## config.mk

```make
export PLATFORM = sky130hd
export DESIGN_NAME = goldschmidt_unit_flat
export DESIGN_NICKNAME = d
export VERILOG_FILES = /design/src/rtl/gs_pkg.sv /design/src/rtl/goldschmidt_unit_if.sv /design/src/rtl/gs_ctrl.sv /design/src/rtl/goldschmidt_unit.sv /design/src/flat_wrapper.sv
export SDC_FILE = /design/constraint.sdc
export NUM_CORES = 2
export LEC_CHECK = 0
export CORE_MARGIN = 3
export CORE_UTILIZATION = 40
export DETAILED_ROUTE_END_ITERATION = 10
export PLACE_DENSITY = 0.66
export SLEW_MARGIN = 20
export SYNTH_ARGS = -nofsm -noshare
export SYNTH_HDL_FRONTEND = slang
export SYNTH_SLANG_ARGS = --single-unit
```

## constraint.sdc

```tcl
create_clock -name clk -period 26.8 [get_ports clk]
set_clock_uncertainty 0.05 [all_clocks]
set_input_delay 4.02 -clock clk [delete_from_list [all_inputs] [get_ports clk]]
set_output_delay 4.02 -clock clk [all_outputs]
set_load 0.05 [all_outputs]
```

## src/rtl/gs_pkg.sv

```systemverilog
`default_nettype none
// ============================================================================
// Module      : gs_pkg
// Description : Shared types and width-dependent constants for the
//               Goldschmidt divide / square-root engine.
// Revision    : 1.0 - initial release
// ============================================================================
package gs_pkg;

    typedef enum logic {
        GS_DIV  = 1'b0,
        GS_SQRT = 1'b1
    } gs_op_t;

    typedef enum logic [2:0] {
        ST_IDLE  = 3'd0,
        ST_MUL_N = 3'd1,
        ST_SQ_K  = 3'd2,
        ST_MUL_D = 3'd3,
        ST_REM   = 3'd4,
        ST_FIN   = 3'd5
    } gs_state_t;

    typedef enum logic [1:0] {
        A_N = 2'd0,
        A_D = 2'd1,
        A_K = 2'd2
    } gs_sel_a_t;

    typedef enum logic [1:0] {
        B_K   = 2'd0,
        B_T   = 2'd1,
        B_DEN = 2'd2,
        B_N   = 2'd3
    } gs_sel_b_t;

    // (2 + sqrt(2)) / 4 as a 64-bit binary fraction.
    localparam logic [63:0] C_K0_SQRT_FRAC64 = 64'hDA82_7999_FCEF_3242;

    function automatic logic [63:0] gs_k0_div(input int width);
        return 64'd3 << (width - 4);
    endfunction

    function automatic logic [63:0] gs_two(input int width);
        return 64'd2 << (width - 2);
    endfunction

    function automatic logic [63:0] gs_three(input int width);
        return 64'd3 << (width - 2);
    endfunction

    // Keep width-2 fraction bits, rounding to nearest on the first dropped bit.
    function automatic logic [63:0] gs_k0_sqrt(input int width);
        int sh;
        sh = 66 - width;
        return (C_K0_SQRT_FRAC64 >> sh) + ((C_K0_SQRT_FRAC64 >> (sh - 1)) & 64'd1);
    endfunction

endpackage
`default_nettype wire

```

## src/rtl/goldschmidt_unit_if.sv

```systemverilog
`default_nettype none
// ============================================================================
// Module      : goldschmidt_unit_if
// Description : Start/done operation interface of the Goldschmidt engine.
// Revision    : 1.0 - initial release
// ============================================================================
interface goldschmidt_unit_if #(
    parameter int WIDTH = 30
);
    import gs_pkg::*;

    logic             start;
    gs_op_t           op;
    logic [WIDTH-1:0] numerator;
    logic [WIDTH-1:0] denominator;
    logic             ready;
    logic             done;
    logic [WIDTH-1:0] quotient;
    logic             rem_sign;
    logic             err;

    modport master (
        output start, op, numerator, denominator,
        input  ready, done, quotient, rem_sign, err
    );

    modport slave (
        input  start, op, numerator, denominator,
        output ready, done, quotient, rem_sign, err
    );

endinterface
`default_nettype wire

```

## src/rtl/gs_ctrl.sv

```systemverilog
`default_nettype none
// ============================================================================
// Module      : gs_ctrl
// Description : Sequencer for the shared multiplier: state machine, iteration
//               counter, operand selects and register enables.
// Revision    : 1.0 - initial release
// ============================================================================
module gs_ctrl
    import gs_pkg::*;
#(
    parameter int ITERS = 4
) (
    input  logic      clk,
    input  logic      reset,
    input  logic      start,
    input  logic      range_ok,
    input  gs_op_t    op_cap,
    output logic      ready,
    output logic      load,
    output logic      err_set,
    output logic      n_en,
    output logic      d_en,
    output logic      k_en,
    output logic      t_en,
    output logic      rem_en,
    output gs_sel_a_t sel_a,
    output gs_sel_b_t sel_b
);

    localparam logic [3:0] ITER_LAST = 4'(ITERS - 1);

    gs_state_t  r_state;
    gs_state_t  w_state_next;
    logic [3:0] r_iter;

    always_ff @(posedge clk) begin
        if (reset) begin
            r_state <= ST_IDLE;
            r_iter  <= 4'd0;
        end else begin
            r_state <= w_state_next;
            if (load) begin
                r_iter <= 4'd0;
            end else if (r_state == ST_MUL_D) begin
                r_iter <= r_iter + 4'd1;
            end
        end
    end

    always_comb begin
        w_state_next = r_state;
        ready        = 1'b0;
        load         = 1'b0;
        err_set      = 1'b0;
        n_en         = 1'b0;
        d_en         = 1'b0;
        k_en         = 1'b0;
        t_en         = 1'b0;
        rem_en       = 1'b0;
        sel_a        = A_N;
        sel_b        = B_K;
        case (r_state)
            // FIN behaves like IDLE so a new operation can start without a gap.
            ST_IDLE, ST_FIN: begin
                ready        = 1'b1;
                w_state_next = ST_IDLE;
                if (start) begin
                    if (range_ok) begin
                        load         = 1'b1;
                        w_state_next = ST_MUL_N;
                    end else begin
                        err_set      = 1'b1;
                        w_state_next = ST_FIN;
                    end
                end
            end
            ST_MUL_N: begin
                n_en         = 1'b1;
                w_state_next = (op_cap == GS_SQRT) ? ST_SQ_K : ST_MUL_D;
            end
            ST_SQ_K: begin
                sel_a        = A_K;
                t_en         = 1'b1;
                w_state_next = ST_MUL_D;
            end
            ST_MUL_D: begin
                sel_a        = A_D;
                sel_b        = (op_cap == GS_SQRT) ? B_T : B_K;
                d_en         = 1'b1;
                k_en         = 1'b1;
                w_state_next = (r_iter == ITER_LAST) ? ST_REM : ST_MUL_N;
            end
            ST_REM: begin
                sel_b        = (op_cap == GS_SQRT) ? B_N : B_DEN;
                rem_en       = 1'b1;
                w_state_next = ST_FIN;
            end
            default: begin
                w_state_next = ST_IDLE;
            end
        endcase
    end

endmodule
`default_nettype wire

```

## src/rtl/goldschmidt_unit.sv

```systemverilog
`default_nettype none
// ============================================================================
// Module      : goldschmidt_unit
// Description : Goldschmidt divide / square-root datapath around one shared
//               WIDTH x WIDTH multiplier, sequenced by gs_ctrl.
// Revision    : 1.0 - initial release
// ============================================================================
module goldschmidt_unit
    import gs_pkg::*;
#(
    parameter int WIDTH = 30,
    parameter int ITERS = 4
) (
    input  logic               clk,
    input  logic               reset,
    goldschmidt_unit_if.slave  bus
);

    localparam logic [WIDTH-1:0] K0_DIV  = WIDTH'(gs_k0_div(WIDTH));
    localparam logic [WIDTH-1:0] K0_SQRT = WIDTH'(gs_k0_sqrt(WIDTH));
    localparam logic [WIDTH-1:0] TWO     = WIDTH'(gs_two(WIDTH));
    localparam logic [WIDTH-1:0] THREE   = WIDTH'(gs_three(WIDTH));

    logic [WIDTH-1:0]   r_num, r_den, r_n, r_d, r_k, r_t, r_quotient;
    gs_op_t             r_op;
    logic               r_done, r_rem_sign, r_err;

    logic               w_range_ok, w_ready, w_load, w_err_set;
    logic               w_n_en, w_d_en, w_k_en, w_t_en, w_rem_en;
    gs_sel_a_t          w_sel_a;
    gs_sel_b_t          w_sel_b;
    logic [WIDTH-1:0]   w_a, w_b, w_res, w_res_raw, w_k_next, w_sqrt_diff;
    logic [2*WIDTH-1:0] w_prod;
    logic [1:0]         w_prod_top;
    logic [WIDTH-3:0]   w_prod_unused;

    assign w_range_ok = (bus.numerator[WIDTH-1 -: 2] == 2'b01) &&
                        ((bus.op == GS_SQRT) || (bus.denominator[WIDTH-1 -: 2] == 2'b01));

    gs_ctrl #(
        .ITERS (ITERS)
    ) u_ctrl (
        .clk      (clk),
        .reset    (reset),
        .start    (bus.start),
        .range_ok (w_range_ok),
        .op_cap   (r_op),
        .ready    (w_ready),
        .load     (w_load),
        .err_set  (w_err_set),
        .n_en     (w_n_en),
        .d_en     (w_d_en),
        .k_en     (w_k_en),
        .t_en     (w_t_en),
        .rem_en   (w_rem_en),
        .sel_a    (w_sel_a),
        .sel_b    (w_sel_b)
    );

    always_comb begin
        case (w_sel_a)
            A_D:     w_a = r_d;
            A_K:     w_a = r_k;
            default: w_a = r_n;
        endcase
        case (w_sel_b)
            B_T:     w_b = r_t;
            B_DEN:   w_b = r_den;
            B_N:     w_b = r_n;
            default: w_b = r_k;
        endcase
    end

    // Q2 x Q2 gives Q4; keep the Q2 window and saturate anything >= 4.0.
    assign w_prod = {{WIDTH{1'b0}}, w_a} * {{WIDTH{1'b0}}, w_b};
    assign {w_prod_top, w_res_raw, w_prod_unused} = w_prod;
    assign w_res       = (|w_prod_top) ? {WIDTH{1'b1}} : w_res_raw;
    assign w_sqrt_diff = THREE - w_res;
    assign w_k_next    = (r_op == GS_SQRT) ? (w_sqrt_diff >> 1) : (TWO - w_res);

    always_ff @(posedge clk) begin
        if (reset) begin
            r_num      <= '0;
            r_den      <= '0;
            r_n        <= '0;
            r_d        <= '0;
            r_k        <= '0;
            r_t        <= '0;
            r_op       <= GS_DIV;
            r_quotient <= '0;
            r_done     <= 1'b0;
            r_rem_sign <= 1'b0;
            r_err      <= 1'b0;
        end else begin
            r_done <= w_err_set | w_rem_en;
            if (w_load) begin
                r_num <= bus.numerator;
                r_den <= bus.denominator;
                r_op  <= bus.op;
                r_n   <= bus.numerator;
                r_d   <= (bus.op == GS_SQRT) ? bus.numerator : bus.denominator;
                r_k   <= (bus.op == GS_SQRT) ? K0_SQRT : K0_DIV;
            end
            if (w_n_en) begin
                r_n <= w_res;
            end
            if (w_t_en) begin
                r_t <= w_res;
            end
            if (w_d_en) begin
                r_d <= w_res;
            end
            if (w_k_en) begin
                r_k <= w_k_next;
            end
            // The REM product is QD; results are published on entry to FIN.
            if (w_rem_en) begin
                r_quotient <= r_n;
                r_rem_sign <= (w_res > r_num);
                r_err      <= 1'b0;
            end
            if (w_err_set) begin
                r_quotient <= {WIDTH{1'b1}};
                r_rem_sign <= 1'b0;
                r_err      <= 1'b1;
            end
        end
    end

    assign bus.ready    = w_ready;
    assign bus.done     = r_done;
    assign bus.quotient = r_quotient;
    assign bus.rem_sign = r_rem_sign;
    assign bus.err      = r_err;

endmodule
`default_nettype wire

```

## src/flat_wrapper.sv

```systemverilog
// flat-port wrapper written by rule: the top's interface ports become plain ports
module goldschmidt_unit_flat import gs_pkg::*;
#(
    parameter int WIDTH = 30,
    parameter int ITERS = 4
)
  (clk, reset, bus_start, bus_op, bus_numerator, bus_denominator, bus_ready, bus_done, bus_quotient, bus_rem_sign, bus_err);
  goldschmidt_unit_if #(.WIDTH(WIDTH)) bus_i ();
  input  logic clk;
  input  logic reset;
  input wire logic [$bits(bus_i.start)-1:0] bus_start;
  input wire logic [$bits(bus_i.op)-1:0] bus_op;
  input wire logic [$bits(bus_i.numerator)-1:0] bus_numerator;
  input wire logic [$bits(bus_i.denominator)-1:0] bus_denominator;
  output wire logic [$bits(bus_i.ready)-1:0] bus_ready;
  output wire logic [$bits(bus_i.done)-1:0] bus_done;
  output wire logic [$bits(bus_i.quotient)-1:0] bus_quotient;
  output wire logic [$bits(bus_i.rem_sign)-1:0] bus_rem_sign;
  output wire logic [$bits(bus_i.err)-1:0] bus_err;
  assign bus_i.start = bus_start;
  assign bus_i.op = bus_op;
  assign bus_i.numerator = bus_numerator;
  assign bus_i.denominator = bus_denominator;
  assign bus_ready = bus_i.ready;
  assign bus_done = bus_i.done;
  assign bus_quotient = bus_i.quotient;
  assign bus_rem_sign = bus_i.rem_sign;
  assign bus_err = bus_i.err;
  goldschmidt_unit #(.WIDTH(WIDTH), .ITERS(ITERS)) u_core (.clk(clk), .reset(reset), .bus(bus_i));
endmodule
```

==> summary.txt <==
outcome: completed
Crit Path Class: flip-flop to flip-flop
r2r endpoint: u_core.bus.rem_sign
Avg WL per Cell: 23.0 um
Post-CTS Resized: 0
achievable frequency: 76.7 MHz
worst-path fanout max: 45
setup TNS: 0 ns
global-route wire length before repair: 222 mm
clock slew at the register clock pins of the worst setup and hold paths: 0.06 ns
Routed WL: 145 mm
share of the synthesized area in the top cell type: 38.1%
Initial DRC Count: 3481
root buf cell: clkbuf_16
setup bufs post-CTS: 0
cell mode on critical path: fa_1
overall die height: 326 um
Synth area leaders: fa_1 38%, dfxtp_1 11%, ha_1 8.5%, inv_1 7.6%, nand2_1 7.1%
PortBufs: 97
WP data required: 27.17 ns
die footprint: 0.106 mm^2
Worst-Skew Late Latency: 0.56 ns
Critical Path AT: 13.40 ns
HP Class: flip-flop to flip-flop
Worst setup SP type: flip-flop
DRC: 0
Pwr per Cell Area: 51.8 mW/mm^2
Main synth FF type: dfxtp_1
RePlAce Congestion: 0.986
gr usage total: 27.3%
sequential-to-total area share from yosys stat: 10.8%
min Tclk post-route: 13.03 ns
Syn Inst Count: 4984
via density per instance: 5.70
nets: 6038
commonest non-fill, non-tap cell in the layout: inv_1
CTS tree: yes
distinct cell type count after synthesis: 94
Initial Utilization: 40.6%
Fin. Hold Viols: 0
Detail Placement HPWL: 110 mm
cells on worst reg2reg path: 44
RSZ-0062 raised after global routing: no
total gr overflow: 0
CP max stage delay: 0.78 ns
asr flop ratio synth: 0%
min-delay src: u_core.r_num[12]
MaxCap Viol Count: 0
CTS Buffer Depth: 3
pin count of the biggest net entering global routing: 112
Hold EP: u_core.r_num[12]
Core Box Area: 0.101 mm^2
vias: 35900
switch share: 53.4%
P_int: 1.07 mW
Max Transition Viols Final: 0
number of buffers created by CTS: 24
hold path cells: 2
Synthesized Nets: 6104
Max stage delay cell, worst path: a31oi_2
mean post-synth cell area: 8.21 um^2
clk sink count: 221
Yosys warnings: 0
Pre-antenna DRT Iters: 6
Pwr Total: 2.30 mW
Area Growth Syn to Fin: 8.34%
vias in the first global route: 36600
P_sw: 1.23 mW
Final period util: 48.6%
initial antenna violation count: 4
RR Startpoint: u_core.u_ctrl.r_state[0]
sequential power share: 18.0%
fraction of layout cells with a size suffix above 1: 5.31%
Clock power frac: 15.2%
setup violators final: 0
DIE WIDTH: 326 um
hold-fix buffers at CTS: 0
Logic pwr share: 66.8%
commonest cells after routing, fill and taps aside: 831 x inv_1, 779 x fa_1, 776 x nand2_1
CP endpoint kind: flip-flop
Slew Limit Headroom: 22.0%
VDD IR-drop max: 66.3 uV
row cnt: 116
Tightest Pin Transition: 1.17 ns
final core occ: 44.0%
Register-to-Register Setup Slack: 13.77 ns
Cell Area, Synth: 0.0409 mm^2
Seq cells post-synth: 221
number of synthesized flops with an enable pin: 0
antenna-violating nets left: 0
Top-Level Pins: 98
htree depth: 1
static leakage: 20.6 nW
area leader, netlist: fa_1
[cell usage after synthesis (7+ instances only)]
master and instances:
o21a_1 46, nor2b_1 7, a21o_1 27, nor3_1 62, ha_1 277, o21bai_1 8
nor4_1 15, and3_1 8, inv_1 831, dfxtp_1 221, a221oi_1 32, o22ai_1 18
o221a_2 15, a21oi_1 172, or2_2 22, nand3_1 29, o21ai_0 88, a211o_1 9
a211oi_1 37, or4_1 7, a311oi_1 26, or3_1 10, xor2_1 21, o211ai_1 17
fa_1 779, a31oi_1 46, nand2b_1 39, xnor2_1 34, o21ai_1 23, mux2i_1 77
nor2_1 721, and2_1 24, o221ai_1 22, clkbuf_1 268, nand2_1 777, buf_1 25
nand4_1 35
[worst max-delay path: cells and delay by family, from the launching register on]
kind / cells / cell delay (ns)
flip-flops: 1 / 0.32
AO/OA/AOI/OAI: 16 / 3.71
AND/OR/NAND/NOR: 10 / 2.29
buffers and inverters: 8 / 1.63
adder cells (fa/ha/maj): 10 / 4.85
[cell families (layout without fill, tap and decap cells)]
family,count (synthesis),after routing,synth area share [%]
mux,82,82,2.03
compound gates,640,640,10.6
buf+inv,1133,1084,10.4
fa+ha+maj,1056,1056,46.6
simple gates,1797,1797,18.4
xor+xnor,55,55,1.18
flops,221,221,10.8
other cells,0,1,0
[power by group through the flow]
stage	registers, mW	clock network [mW]	logic, mW
after floorplan	0.427	0	0.952
after global placement	0.418	0	1.48
after detailed placement	0.417	0	1.49
after CTS	0.411	0.352	1.50
after global routing	0.416	0.365	1.66
final	0.414	0.349	1.54
[through the flow]
stage / setup slack [ns] / instances / area [um^2] / hold WS (ns)
6_report: 13.77 / 6293 / 44400 / 0.406
5_1_grt: 13.03 / 6292 / 44300 / 0.422
4_1_cts: 13.84 / 6292 / 44300 / 0.406
3_5_place_dp: 13.93 / 6249 / 43500 / 0.397
3_3_place_gp: 14.03 / 6249 / 43500 / 0.393
2_1_floorplan: 15.60 / 4984 / 40900 / 0.380
[flip-flops by register name, summed over array words and instances, names as in the netlist]
signal	count
u_core.r_den	30
u_core.bus.quotient	30
u_core.bus.done	1
u_core.bus.rem_sign	1
u_core.r_k	30
u_core.u_ctrl.r_iter	4
u_core.r_num	30
u_core.u_ctrl.r_state	3
u_core.r_t	30
u_core.r_op	1
u_core.bus.err	1
u_core.r_d	30
u_core.r_n	30
[cell type report]
type / instances / area, um^2
Antenna cell: 1 / 2.50
Clock buffer: 30 / 643
Clock inverter: 13 / 178
Fill cell: 10100 / 56400
Inverter: 833 / 3130
Multi-Input combinational cell: 3630 / 32500
Sequential cell: 221 / 4430
Tap cell: 1357 / 1700
Timing Repair Buffer: 208 / 1800
[layer usage]
layer / vias up / track usage (%) / part of all wire (%)
met5: - / 0.226 / 0
met2: 1934 / 42.7 / 44
met4: 0 / 12.6 / 5.7
met3: 403 / 4.65 / 9.8
li1: 15500 / - / -
met1: 18100 / 37.0 / 40
[worst max-delay path by stage]
stage | slack (ns) | start | to | cells past startpoint
floorplan | 15.60 | u_core.u_ctrl.r_state[2] | u_core.bus.rem_sign | 49
global placement | 14.03 | u_core.u_ctrl.r_state[0] | u_core.bus.rem_sign | 44
detailed placement | 13.93 | u_core.u_ctrl.r_state[0] | u_core.bus.rem_sign | 45
CTS | 13.84 | u_core.u_ctrl.r_state[0] | u_core.bus.rem_sign | 42
global route | 13.03 | u_core.u_ctrl.r_state[0] | u_core.bus.rem_sign | 45
finish | 13.77 | u_core.u_ctrl.r_state[0] | u_core.bus.rem_sign | 44
(Power assumes the default switching activity.)
